### src/rtl/uart_tx_engine_if.sv
`default_nettype none
// ============================================================================
// Module      : uart_tx_engine_if
// Description : Write-side bus between the AHB register front end and the
//               UART transmit engine.
//                 wr_en / wr_data : push one byte into the TX FIFO
//                 ovf_clr         : clear the sticky overflow flag
//                 fifo_full / fifo_empty / fifo_level : FIFO occupancy
//                 ovf_err         : sticky "write dropped" flag
//               master = front end (drives writes), slave = transmit engine.
// Revision    : 1.0 - initial release
// ============================================================================
interface uart_tx_engine_if #(
    parameter int FIFO_DEPTH = 8
);
    localparam int c_lvl_w = $clog2(FIFO_DEPTH) + 1;

    logic               wr_en;
    logic [7:0]         wr_data;
    logic               ovf_clr;
    logic               fifo_full;
    logic               fifo_empty;
    logic [c_lvl_w-1:0] fifo_level;
    logic               ovf_err;

    modport master (
        output wr_en,
        output wr_data,
        output ovf_clr,
        input  fifo_full,
        input  fifo_empty,
        input  fifo_level,
        input  ovf_err
    );

    modport slave (
        input  wr_en,
        input  wr_data,
        input  ovf_clr,
        output fifo_full,
        output fifo_empty,
        output fifo_level,
        output ovf_err
    );
endinterface
`default_nettype wire

### src/rtl/uart_tx_engine.sv
`default_nettype none
// ============================================================================
// Module      : uart_tx_engine
// Description : UART transmit stage. Bytes written over the wr_bus interface
//               are buffered in a FIFO_DEPTH-entry synchronous FIFO and sent
//               on txd as 8N1 frames, or 8E1 when UART_TX_PARITY_EN is
//               defined (even parity bit between data and stop).
//               Every bit lasts baud_div+1 hclk cycles; baud_div is sampled
//               only when a frame starts.
// Ports       : hclk      - system clock, rising edge
//               hrst_n    - asynchronous active-low reset
//               wr_bus    - write bus (slave modport): wr_en, wr_data,
//                           ovf_clr, fifo_full, fifo_empty, fifo_level,
//                           ovf_err
//               baud_div  - bit period minus one, in hclk cycles
//               tx_en     - permits new frames to start
//               txd       - serial output, idle high, registered
//               tx_busy   - a frame is in progress
//               tx_done   - one-cycle pulse on the last stop-bit cycle
// Macros      : UART_TX_PARITY_EN - adds the even-parity bit (11-bit frames)
// Revision    : 1.0 - initial release
// ============================================================================
module uart_tx_engine #(
    parameter int FIFO_DEPTH = 8,   // power of two, >= 2
    parameter int DIV_WIDTH  = 16
) (
    input  logic                 hclk,
    input  logic                 hrst_n,
    uart_tx_engine_if.slave      wr_bus,
    input  logic [DIV_WIDTH-1:0] baud_div,
    input  logic                 tx_en,
    output logic                 txd,
    output logic                 tx_busy,
    output logic                 tx_done
);

    localparam int                 c_aw      = $clog2(FIFO_DEPTH);
    localparam logic [DIV_WIDTH-1:0] c_div_one = {{(DIV_WIDTH-1){1'b0}}, 1'b1};

    typedef enum logic [2:0] {
        S_IDLE   = 3'd0,
        S_START  = 3'd1,
        S_DATA   = 3'd2,
`ifdef UART_TX_PARITY_EN
        S_PARITY = 3'd3,
`endif
        S_STOP   = 3'd4
    } state_t;

    // ------------------------------------------------------------------------
    // FIFO storage and pointers (extra MSB on each pointer tells full from
    // empty when the index bits match)
    // ------------------------------------------------------------------------
    logic [7:0]    r_mem [FIFO_DEPTH];
    logic [c_aw:0] r_wr_ptr;
    logic [c_aw:0] r_rd_ptr;
    logic          r_ovf_err;

    logic          w_empty;
    logic          w_full;
    logic          w_push;
    logic          w_pop;
    logic [7:0]    w_head;

    assign w_empty = (r_wr_ptr == r_rd_ptr);
    assign w_full  = (r_wr_ptr[c_aw] != r_rd_ptr[c_aw]) &&
                     (r_wr_ptr[c_aw-1:0] == r_rd_ptr[c_aw-1:0]);
    assign w_head  = r_mem[r_rd_ptr[c_aw-1:0]];

    // A write into a full FIFO still lands when a pop frees the head slot in
    // the same cycle. The FIFO can never be empty and popped at once, so no
    // write-through bypass is needed.
    assign w_push  = wr_bus.wr_en && (!w_full || w_pop);

    always_ff @(posedge hclk) begin
        if (w_push) begin
            r_mem[r_wr_ptr[c_aw-1:0]] <= wr_bus.wr_data;
        end
    end

    always_ff @(posedge hclk or negedge hrst_n) begin
        if (!hrst_n) begin
            r_wr_ptr  <= '0;
            r_rd_ptr  <= '0;
            r_ovf_err <= 1'b0;
        end else begin
            if (w_push) begin
                r_wr_ptr <= r_wr_ptr + 1'b1;
            end
            if (w_pop) begin
                r_rd_ptr <= r_rd_ptr + 1'b1;
            end
            // Clear wins over a same-cycle dropped write.
            if (wr_bus.ovf_clr) begin
                r_ovf_err <= 1'b0;
            end else if (wr_bus.wr_en && w_full && !w_pop) begin
                r_ovf_err <= 1'b1;
            end
        end
    end

    assign wr_bus.fifo_full  = w_full;
    assign wr_bus.fifo_empty = w_empty;
    assign wr_bus.fifo_level = r_wr_ptr - r_rd_ptr;
    assign wr_bus.ovf_err    = r_ovf_err;

    // ------------------------------------------------------------------------
    // Transmit FSM
    // ------------------------------------------------------------------------
    state_t               r_state;
    logic [DIV_WIDTH-1:0] r_cnt;       // cycle within the current bit
    logic [DIV_WIDTH-1:0] r_div_q;     // divisor latched at frame start
    logic [7:0]           r_shift;     // r_shift[0] is the bit on the line
    logic [2:0]           r_bit_idx;
    logic                 r_txd;
    logic                 r_busy;
    logic                 r_done;
`ifdef UART_TX_PARITY_EN
    logic                 r_parity;
`endif

    logic w_bit_end;

    assign w_bit_end = (r_cnt == r_div_q);

    // Pop from IDLE, or on the final stop cycle so back-to-back frames have
    // no idle gap.
    assign w_pop = tx_en && !w_empty &&
                   ((r_state == S_IDLE) || ((r_state == S_STOP) && w_bit_end));

    always_ff @(posedge hclk or negedge hrst_n) begin
        if (!hrst_n) begin
            r_state   <= S_IDLE;
            r_cnt     <= '0;
            r_div_q   <= '0;
            r_shift   <= '0;
            r_bit_idx <= '0;
            r_txd     <= 1'b1;
            r_busy    <= 1'b0;
            r_done    <= 1'b0;
`ifdef UART_TX_PARITY_EN
            r_parity  <= 1'b0;
`endif
        end else begin
            r_done <= 1'b0;

            case (r_state)
                S_IDLE: begin
                    if (w_pop) begin
                        r_state   <= S_START;
                        r_cnt     <= '0;
                        r_div_q   <= baud_div;
                        r_shift   <= w_head;
`ifdef UART_TX_PARITY_EN
                        r_parity  <= ^w_head;
`endif
                        r_txd     <= 1'b0;
                        r_busy    <= 1'b1;
                    end
                end

                S_START: begin
                    if (w_bit_end) begin
                        r_state   <= S_DATA;
                        r_cnt     <= '0;
                        r_bit_idx <= '0;
                        r_txd     <= r_shift[0];
                    end else begin
                        r_cnt <= r_cnt + c_div_one;
                    end
                end

                S_DATA: begin
                    if (w_bit_end) begin
                        r_cnt <= '0;
                        if (r_bit_idx == 3'd7) begin
`ifdef UART_TX_PARITY_EN
                            r_state <= S_PARITY;
                            r_txd   <= r_parity;
`else
                            r_state <= S_STOP;
                            r_txd   <= 1'b1;
                            // One-cycle stop bit: its first cycle is its last.
                            r_done  <= (r_div_q == '0);
`endif
                        end else begin
                            r_bit_idx <= r_bit_idx + 3'd1;
                            r_shift   <= r_shift >> 1;
                            r_txd     <= r_shift[1];
                        end
                    end else begin
                        r_cnt <= r_cnt + c_div_one;
                    end
                end

`ifdef UART_TX_PARITY_EN
                S_PARITY: begin
                    if (w_bit_end) begin
                        r_state <= S_STOP;
                        r_cnt   <= '0;
                        r_txd   <= 1'b1;
                        r_done  <= (r_div_q == '0);
                    end else begin
                        r_cnt <= r_cnt + c_div_one;
                    end
                end
`endif

                S_STOP: begin
                    if (w_bit_end) begin
                        r_cnt <= '0;
                        if (w_pop) begin
                            r_state   <= S_START;
                            r_div_q   <= baud_div;
                            r_shift   <= w_head;
`ifdef UART_TX_PARITY_EN
                            r_parity  <= ^w_head;
`endif
                            r_txd     <= 1'b0;
                        end else begin
                            r_state <= S_IDLE;
                            r_busy  <= 1'b0;
                        end
                    end else begin
                        r_cnt  <= r_cnt + c_div_one;
                        // Registered pulse: raise it on entry to the last
                        // stop cycle. r_cnt < r_div_q here, so no underflow.
                        r_done <= (r_cnt == (r_div_q - c_div_one));
                    end
                end

                default: begin
                    r_state <= S_IDLE;
                    r_cnt   <= '0;
                    r_txd   <= 1'b1;
                    r_busy  <= 1'b0;
                end
            endcase
        end
    end

    assign txd     = r_txd;
    assign tx_busy = r_busy;
    assign tx_done = r_done;

endmodule
`default_nettype wire

### src/flat_wrapper.sv
// flat-port wrapper written by rule: the top's interface ports become plain ports
module uart_tx_engine_flat 
#(
    parameter int FIFO_DEPTH = 8,                        
    parameter int DIV_WIDTH  = 16
)
  (hclk, hrst_n, baud_div, tx_en, txd, tx_busy, tx_done, wr_bus_wr_en, wr_bus_wr_data, wr_bus_ovf_clr, wr_bus_fifo_full, wr_bus_fifo_empty, wr_bus_fifo_level, wr_bus_ovf_err);
  uart_tx_engine_if #(.FIFO_DEPTH(FIFO_DEPTH)) wr_bus_i ();
  input  logic hclk;
  input  logic hrst_n;
  input  logic [DIV_WIDTH-1:0] baud_div;
  input  logic tx_en;
  output logic txd;
  output logic tx_busy;
  output logic tx_done;
  input wire logic [$bits(wr_bus_i.wr_en)-1:0] wr_bus_wr_en;
  input wire logic [$bits(wr_bus_i.wr_data)-1:0] wr_bus_wr_data;
  input wire logic [$bits(wr_bus_i.ovf_clr)-1:0] wr_bus_ovf_clr;
  output wire logic [$bits(wr_bus_i.fifo_full)-1:0] wr_bus_fifo_full;
  output wire logic [$bits(wr_bus_i.fifo_empty)-1:0] wr_bus_fifo_empty;
  output wire logic [$bits(wr_bus_i.fifo_level)-1:0] wr_bus_fifo_level;
  output wire logic [$bits(wr_bus_i.ovf_err)-1:0] wr_bus_ovf_err;
  assign wr_bus_i.wr_en = wr_bus_wr_en;
  assign wr_bus_i.wr_data = wr_bus_wr_data;
  assign wr_bus_i.ovf_clr = wr_bus_ovf_clr;
  assign wr_bus_fifo_full = wr_bus_i.fifo_full;
  assign wr_bus_fifo_empty = wr_bus_i.fifo_empty;
  assign wr_bus_fifo_level = wr_bus_i.fifo_level;
  assign wr_bus_ovf_err = wr_bus_i.ovf_err;
  uart_tx_engine #(.FIFO_DEPTH(FIFO_DEPTH), .DIV_WIDTH(DIV_WIDTH)) u_core (.hclk(hclk), .hrst_n(hrst_n), .wr_bus(wr_bus_i), .baud_div(baud_div), .tx_en(tx_en), .txd(txd), .tx_busy(tx_busy), .tx_done(tx_done));
endmodule
### config.mk
export PLATFORM = sky130hd
export DESIGN_NAME = uart_tx_engine_flat
export DESIGN_NICKNAME = d
export VERILOG_FILES = /design/src/rtl/uart_tx_engine_if.sv /design/src/rtl/uart_tx_engine.sv /design/src/flat_wrapper.sv
export SDC_FILE = /design/constraint.sdc
export NUM_CORES = 1
export LEC_CHECK = 0
export BUFFER_PORTS_ARGS = -buffer_cell sky130_fd_sc_hd__buf_2
export CAP_MARGIN = 10
export CORE_MARGIN = 8
export CORE_UTILIZATION = 45
export CTS_BUF_LIST = sky130_fd_sc_hd__clkbuf_16
export CTS_CLUSTER_DIAMETER = 150
export DETAILED_ROUTE_END_ITERATION = 16
export SLEW_MARGIN = 20
export SYNTH_ARGS = -nofsm -noshare
export SYNTH_HDL_FRONTEND = slang
export SYNTH_SLANG_ARGS = --single-unit
### constraint.sdc
create_clock -name hclk -period 4.2 [get_ports hclk]
set_input_delay 0 -clock hclk [delete_from_list [all_inputs] [get_ports hclk]]
set_output_delay 0 -clock hclk [all_outputs]
set_load 0.02 [all_outputs]
* Word level (Yosys, flattened, before mapping)
Memories as Yosys holds them, arrays and structs flattened. Index checks and enable logic that the tools add are counted. Widths: inputs -> output; s select.
Word-level totals: memories kept 1, bits in writable memories 64, register bits 58, output and inout bits 10, input bits 29, logic and storage cells 101
Cells by class: reduce and logical (&&, ||, !) cells 26, bitwise operators 1, equality and inequality tests 16, $add $sub $neg 6, multiplexer cells 40
Memory list:
- u_core.r_mem | words 8, width 8, rd ports 1, clocked after Yosys merged registers in 0, write ports 1, RTL line uart_tx_engine.sv:54 | logic [7:0] r_mem [FIFO_DEPTH];
Operator list (count):
- $mux 16 | 4
- $pmux 16 s2 | 2
- $eq 16x16->1 | 2
- $mux 8 | 4
- $mux 3 | 8
- $pmux 8 s3 | 1
- $add 16x1->16 const B | 1
- $logic_not 16->1 | 1
- $mux 1 | 16
- $sub 16x1->16 const B | 1
- $pmux 3 s4 | 1
- $reduce_and 4->1 | 3
- $ne 2x1->1 const B | 5
- $add 4x1->4 const B | 2
- $logic_and 1x1->1 | 7
- $eq 3x3->1 const B | 2
- $pmux 3 s2 | 1
- $reduce_bool 2->1 | 3
- $reduce_and 5->1 | 1
- $eq 4x4->1 | 1
- $ne 2x2->1 const B | 2
- $pmux 1 s4 | 1
- $sub 4x4->4 | 1
- $add 3x1->3 const B | 1
- 15 further kinds | 18

* Logic depth before layout (Yosys ltp)
Gate-level depths: netlist of run 1.
depth after elaboration 8, gate-level depth with buffers 11, gate-level depth less buffers 8

* Worst setup path after synthesis of run 1
No wires, ideal clock.
kind reg2reg, start register u_core.r_rd_ptr[1], end memory u_core.r_mem[1][0], enable pin, stages on the path, launching flop included 12, data required time 3.802 ns, slack 0.525 ns, path buffers 3, arrival time 3.277 ns, setup time 0.398 ns, cells stage by stage dfrtp_1 clkbuf_1 clkbuf_1 inv_1 ha_1 nand3_1 nor2b_1 clkbuf_1 nand2_1 nand2_1 a31oi_2 nor4b_1
On the way: elaborated cells between the ends (all ways) 11, those cells by class eq/ne (2); mux (2); reduce/logical (7)
RTL lines:
- start: declaration | RTL line uart_tx_engine.sv:56 | logic [c_aw:0] r_rd_ptr;
- start signal: assignment | RTL line uart_tx_engine.sv:91 | r_rd_ptr <= r_rd_ptr + 1'b1;
- $eq 3x3->1 | RTL line uart_tx_engine.sv:67 | (r_wr_ptr[c_aw-1:0] == r_rd_ptr[c_aw-1:0]);
- $logic_and 1x1->1 | RTL line uart_tx_engine.sv:66 | assign w_full = (r_wr_ptr[c_aw] != r_rd_ptr[c_aw]) &&
- named net wr_bus_fifo_full | RTL line flat_wrapper.sv:19 | output wire logic [$bits(wr_bus_i.fifo_full)-1:0] wr_bus_fifo_full;
- $logic_not 1->1 | RTL line uart_tx_engine.sv:73 | assign w_push = wr_bus.wr_en && (!w_full || w_pop);
- $logic_or 1x1->1 | RTL line uart_tx_engine.sv:73
- $logic_and 1x1->1 | RTL line uart_tx_engine.sv:73
- $mux 1 | RTL line uart_tx_engine.sv:76 | if (w_push) begin
- $mux 1 (not written as such) | RTL line uart_tx_engine.sv:77 | r_mem[r_wr_ptr[c_aw-1:0]] <= wr_bus.wr_data;
- end: declaration | RTL line uart_tx_engine.sv:54
The timed path passes the listed nets, and every way through them passes these cells.

* Final worst setup path of run 1
start register u_core.r_rd_ptr[1], end memory u_core.r_mem[6][6], enable pin
On the way: longest elaborated chain between the ends 8, elaborated cells between the ends (all ways) 11, those cells by class eq/ne (2); mux (2); reduce/logical (7)
Ends and longest elaborated chain:
- $eq 4x4->1 | RTL line uart_tx_engine.sv:65 | assign w_empty = (r_wr_ptr == r_rd_ptr);
- $logic_not 1->1 | RTL line uart_tx_engine.sv:128 | assign w_pop = tx_en && !w_empty &&
- $logic_and 1x1->1 (2 in a row) | RTL line uart_tx_engine.sv:128
- $logic_or 1x1->1 * | RTL line uart_tx_engine.sv:73
- $logic_and 1x1->1 * | RTL line uart_tx_engine.sv:73
- $mux 1 * | RTL line uart_tx_engine.sv:76
- $mux 1 (not written as such) * | RTL line uart_tx_engine.sv:77
Every way passes the cells marked *; elsewhere a longest branch is shown, timed or not.

==> out/qor.csv, run 1 <==
stage,metric,value,unit
worst_hold_path,origin of the worst min-delay path,wr_bus_wr_en,
power_and_ir_drop,Net Sw Frac,0.357,
place,gpl congestion,0.873,
power_and_ir_drop,total design power,4.90,mW
synthesis,Synth top area share,0.319,
route,via density per instance,5.43,
route,WL per Instance,18.3,um
critical_path,CP Buf/Inv Count,1,
cells_and_area,number of fillers in the final layout,1092,
cells_and_area,layout cell share with drive strength beyond 1,0.221,
synthesis,syn nets,511,
synthesis,Post-synth EDFFs,64,
synthesis,Yosys warning total,0,
outcome,outcome,completed,
floorplanning,num rows,42,
synthesis,largest cells by area after synthesis,"edfxtp_1 32%, dfrtp_1 24%, mux4_2 6.0%",
synthesis,Synth Flop Type,edfxtp_1,
route,DR iter-0 viols,307,
cts,number of CTS-inserted buffers,17,
critical_path,Critical Path RT,4.28,ns
global_route,first-pass GRT wire length,22.0,mm
critical_path,Setup Crit Path Kind,flip-flop to flip-flop,
worst_hold_path,worst min path class,primary input to flip-flop,
timing,RSZ-0062 raised after global routing,false,
critical_path,worst flop-to-flop path endpoint,u_core.r_mem[6][6],
synthesis,post-synthesis cell area,6020,um2
worst_hold_path,worst hold path depth,4,
synthesis,"count leader, synth",edfxtp_1,
timing,final hold vios,0,
cts,clock root buffer,clkbuf_16,
cts,clock sink count,122,
timing,final hold slack,0.0540,ns
critical_path,critical path peak fanout,19,
cts,cells resized by post-CTS repair,0,
critical_path,R2R cell count,8,
power_and_ir_drop,Pwr Density,679,nW/um2
cells_and_area,Area Overhead vs Synth,19.8,%
critical_path,endpoint class of the critical path,flip-flop,
timing,period utilization,0.783,
critical_path,RR Startpoint,u_core.r_rd_ptr[1],
cells_and_area,fin area,7220,um2
timing,fmax,304,MHz
global_route,GRT Total Usage,0.163,
global_route,total congestion overflow,0,
power_and_ir_drop,combinational power share,0.340,
cts,H-tree Lvls,4,
synthesis,Synth area leader,edfxtp_1,
place,hpwl dp,9.42,mm
cts,CTS Buffer Depth,2,
power_and_ir_drop,Flop pwr share,0.386,
synthesis,Synth top cells by count,"64 x edfxtp_1, 57 x dfrtp_1, 28 x a21oi_1",
timing,Worst Tran Pin Value,0.968,ns
flow_run,max_cap viols,0,
cells_and_area,fin nets,579,
global_route,initial antenna violation count,0,
power_and_ir_drop,Clk pwr share,0.274,
route,DRC,0,
timing,Setup TNS,0,ns
power_and_ir_drop,peak supply drop,382,uV
power_and_ir_drop,Switch Pwr,1.75,mW
power_and_ir_drop,P_leak,2.82,nW
worst_hold_path,Hold EP,u_core.r_wr_ptr[2],
cells_and_area,area of the multi-input gates,2480,um2
critical_path,CP max-delay cell,dfrtp_1,
cts,CTS tree,yes,
cts,"CTS clk-pin slew, worst paths",0.06,ns
place,"Cell Area, Placed",6390,um2
floorplanning,count of boundary I/O pins,39,
critical_path,CP peak stage delay,0.84,ns
synthesis,Synth Area per Inst,12.8,um2
place,IO Port Bufs,38,
global_route,number of global-route vias before repair,4123,
critical_path,"Arr. time, crit path",3.37,ns
critical_path,Crit path max-delay family,simple AND/OR/NAND/NOR gates,
cells_and_area,Register Area,3370,um2
critical_path,r2r setup slk,0.91,ns
synthesis,Synth cell types,62,
synthesis,Post-Synthesis Cells,472,
timing,final setup skew,0.00845,ns
critical_path,Stages on worst setup path,8,
floorplanning,die height,132,um
route,vias,3959,
synthesis,Synth Register Bits,122,
cells_and_area,ant diodes,0,
synthesis,asr flop ratio synth,0.475,
route,DR pass1 iterations,4,
timing,final setup violating endpoints,0,
timing,Slew Limit Fails,0,
cells_and_area,Final Core Density,0.549,
floorplanning,die width,132,um
critical_path,crit path launch type,flip-flop,
timing,Worst slew margin,0.352,
route,"wirelength, routed",13.3,mm
floorplanning,Initial Util,0.458,
critical_path,CP cell instances,inv_1 -> ha_1 -> nand3_1 -> o211ai_1 -> nand2_1 -> nand2_1 -> a31oi_2 -> and4_1,
cts,clk_lat worst skew,0.42,ns
route,post-route ant nets,0,
global_route,pin count of the biggest net entering global routing,59,
cts,setup bufs post-CTS,0,
floorplanning,core area,13100,um2
timing,Tmin final,3.29,ns
power_and_ir_drop,Cell Int Power,3.15,mW
critical_path,"most used cell, CP",nand2_1,
floorplanning,full die area,17300,um2
synthesis,"Seq/Total Area, Yosys",0.560,
[state kept, by name, summed over array words and instances (netlist names)]
register and count:
u_core.r_mem 64, u_core.r_cnt 16, u_core.r_div_q 16, u_core.r_shift 8
u_core.r_rd_ptr 4, u_core.r_wr_ptr 4, u_core.r_bit_idx 3, u_core.r_state 3
u_core.tx_busy 1, u_core.tx_done 1, u_core.txd 1, u_core.wr_bus.ovf_err 1
[metal layers]
metal | track usage | up-vias | part of all wire
li1 | - | 1895 | -
met1 | 0.191 | 1942 | 0.43
met2 | 0.271 | 94 | 0.50
met3 | 0.0541 | 28 | 0.044
met4 | 0.0664 | 0 | 0.025
met5 | 0 | - | 0
[cell families after synthesis]
group	after synthesis	synth area share
DFF	122	0.560
muxes	51	0.129
AOI/OAI and AO/OA	77	0.0816
adders and majority gates	10	0.0220
buffers and inverters	44	0.0305
xor gates and xnor gates	47	0.0683
and+or+nand+nor	121	0.109
[per-stage QoR]
step           instances  worst slack, ns
3_5_place_dp         670            0.925
5_1_grt              729            0.596
6_report             729            0.911
4_1_cts              729            0.918
2_1_floorplan        472            0.525
3_3_place_gp         670             1.04
[repair_timing]
item,4_1_cts,5_1_grt
hold buffers,27,0
endpoints found under the setup margin,0,0
endpoints found under the hold margin,138,0
[power groups by stage]
stage                     registers (mW)  logic (mW)  clock network (mW)
after floorplan                     1.76        1.33                   0
after global placement              1.91        1.64                   0
after detailed placement            1.91        1.67                   0
after CTS                           1.90        1.69                1.37
after global routing                1.94        1.84                1.42
final                               1.89        1.66                1.34
[layout by cell type (no fill, tap or decap), types with 6 or more instances in the layout]
cell and n:
buf_4 7, inv_1 20, mux4_2 16, xnor2_1 21, nand4_1 7, o21ai_0 15, mux2i_1 8, nand3_1 13
buf_2 38, nand2_1 22, ha_1 9, edfxtp_1 64, a21oi_1 28, mux2_4 8, mux2_1 6, mux2_2 13
xor2_1 26, clkbuf_16 17, dfrtp_1 57, nor3_1 17, nor2_1 26, dlygate4sd3_1 27
[worst reg2reg max path, stage by stage, from the launching register on]
cell      delay (ns)
dfrtp_1         0.84
inv_1           0.17
ha_1            0.35
nand3_1         0.16
o211ai_1        0.24
nand2_1         0.14
nand2_1         0.10
a31oi_2         0.45
and4_1          0.50
[cell type report]
| class | count | share of cell area |
|---|---|---|
| repair buffers | 72 | 0.0711 |
| flip-flops and latches | 122 | 0.468 |
| inverters | 21 | 0.0109 |
| clock inverters | 15 | 0.0177 |
| clock buffers | 17 | 0.0589 |
| multi-input cells | 306 | 0.343 |
| well taps | 176 | 0.0305 |
[worst max-delay path by stage]
| stage | slack, ns | from | endpoint |
|---|---|---|---|
| floorplan | 0.52 | u_core.r_rd_ptr[1] | u_core.r_mem[1][0] |
| global placement | 1.04 | u_core.r_rd_ptr[1] | u_core.r_mem[6][4] |
| detailed placement | 0.92 | u_core.r_rd_ptr[1] | u_core.r_mem[6][0] |
| CTS | 0.92 | u_core.r_rd_ptr[1] | u_core.r_mem[6][6] |
| global route | 0.60 | u_core.r_rd_ptr[1] | u_core.r_mem[6][6] |
| finish | 0.91 | u_core.r_rd_ptr[1] | u_core.r_mem[6][6] |
(Power assumes the default switching activity.)
==> run 2: changes to the inputs <==
==> constraint.sdc (replaced) <==
create_clock -name hclk -period 2.65 [get_ports hclk]
set_input_delay 0 -clock hclk [delete_from_list [all_inputs] [get_ports hclk]]
set_output_delay 0 -clock hclk [all_outputs]
set_load 0.02 [all_outputs]
==> out/qor.csv, run 2 (synthesized netlist as in run 1, its figures left out) <==
stage,metric,value,unit
worst_hold_path,worst min path class,primary input to async pin,
route,DRC,0,
critical_path,Setup Crit Path Kind,flip-flop to flip-flop,
timing,final setup violating endpoints,0,
cts,CTS tree,yes,
route,via density per instance,5.31,
timing,Worst Tran Pin Value,0.613,ns
route,vias,4107,
timing,Slew Limit Fails,0,
floorplanning,die height,132,um
global_route,number of global-route vias before repair,4276,
cells_and_area,layout cell share with drive strength beyond 1,0.288,
cts,number of CTS-inserted buffers,17,
cts,"CTS clk-pin slew, worst paths",0.06,ns
floorplanning,core area,13100,um2
cells_and_area,Final Core Density,0.581,
place,"Cell Area, Placed",6800,um2
critical_path,"Arr. time, crit path",2.60,ns
place,gpl congestion,0.875,
cts,H-tree Lvls,4,
global_route,pin count of the biggest net entering global routing,40,
cells_and_area,final cell count without fillers,774,
global_route,first-pass GRT wire length,21.7,mm
floorplanning,die width,132,um
cts,setup bufs post-CTS,0,
place,hpwl dp,9.61,mm
route,WL per Instance,16.9,um
cells_and_area,"commonest non-fill, non-tap cell in the layout",edfxtp_1,
cts,clock root buffer,clkbuf_16,
route,"wirelength, routed",13.1,mm
cts,clock sink count,122,
cells_and_area,ant diodes,0,
critical_path,Critical Path RT,2.73,ns
route,DR iter-0 viols,154,
global_route,total congestion overflow,0,
timing,final setup skew,0.00538,ns
timing,final hold slack,0.0829,ns
timing,Tmin final,2.52,ns
timing,final hold vios,0,
cells_and_area,"commonest non-fill, non-tap cells in the layout","64 x edfxtp_1, 57 x dfrtp_1, 50 x buf_4",
flow_run,max_cap viols,0,
global_route,initial antenna violation count,0,
global_route,GRT Total Usage,0.159,
floorplanning,count of boundary I/O pins,39,
timing,Worst slew margin,0.591,
floorplanning,num rows,42,
timing,fmax,397,MHz
timing,period utilization,0.951,
cells_and_area,Area Overhead vs Synth,26.7,%
power_and_ir_drop,Pwr Density,1070,nW/um2
outcome,outcome,completed,
power_and_ir_drop,P_leak,3.07,nW
cells_and_area,max reg flops,64,
route,DR pass1 iterations,6,
critical_path,critical path peak fanout,8,
critical_path,endpoint class of the critical path,flip-flop,
cells_and_area,fin nets,624,
power_and_ir_drop,peak supply drop,781,uV
floorplanning,full die area,17300,um2
cts,clk_lat worst skew,0.42,ns
timing,RSZ-0062 raised after global routing,false,
timing,Setup TNS,0,ns
critical_path,crit path launch type,flip-flop,
place,IO Port Bufs,38,
cells_and_area,fin area,7630,um2
cts,CTS Buffer Depth,2,
route,post-route ant nets,0,
floorplanning,Initial Util,0.458,
place,placed cell count,715,
==> run 2: changes by cell type in the layout (fill, tap and decap cells not counted), moves of 2 or more <==
cell     before  now
nor4b_2       2    0
buf_12        0    2
inv_6         2    6
buf_4         7   50
nor4b_4       0    2
==> run 2: stage by stage <==
stage	setup slack [ns]	total power, mW
after detailed placement	0.0911	6.06
after global placement	0.150	6.00
after global routing	0.00737	8.70
after floorplan	0.00189	5.00
after CTS	0.0805	8.30
final	0.130	8.20
==> run 2: power by group <==
group / internal, mW / switching (mW)
Clock: 1.30 / 0.873
Combinational: 1.52 / 1.72
Sequential: 2.48 / 0.309
Total: 5.29 / 2.91
==> run 2: routing by layer <==
metal / track usage / vias up / part of all wire
met5: 0 / - / 0
met4: 0.0645 / 0 / 0.018
met3: 0.0415 / 22 / 0.033
met2: 0.277 / 75 / 0.52
met1: 0.183 / 2024 / 0.43
li1: - / 1986 / -
==> run 2: repair_timing <==
action                     CTS  global route
setup endpoints to repair    0             8
hold buffers                27             0
hold endpoints to repair   100             0
resized for setup            0             1
==> run 2: final cells by class <==
| cell class | instances | area (um2) |
|---|---|---|
| timing repair buffer | 117 | 876 |
| tap | 176 | 220 |
| fill | 1110 | 5510 |
| inverter | 21 | 78.8 |
| clock inverter | 15 | 138 |
| sequential | 122 | 3370 |
| multi-input combinational | 306 | 2520 |
| clock buffer | 17 | 425 |
==> run 2: worst max-delay path, stage by stage (launching register included) <==
cell and delay (ns):
dfrtp_1 0.39, xor2_1 0.19, or4_4 0.53, nor4_4 0.24
nand2_2 0.15, a31oi_4 0.26, and3_1 0.41
==> run 2: worst paths after layout <==
kind	slack, ns	depth (start not counted)	from	end
worst max-delay path	0.13	6	u_core.r_cnt[8]	u_core.r_mem[2][6]
worst min-delay path	0.08	2	hrst_n	u_core.r_div_q[14]
worst max register to register	0.13	6	u_core.r_cnt[8]	u_core.r_mem[2][6]
worst min register to register	0.49	1	u_core.r_wr_ptr[3]	u_core.r_wr_ptr[3]
max in group asynchronous	1.69	3	hrst_n	u_core.r_shift[2]
min in group hclk	0.15	5	tx_en	u_core.r_state[0]
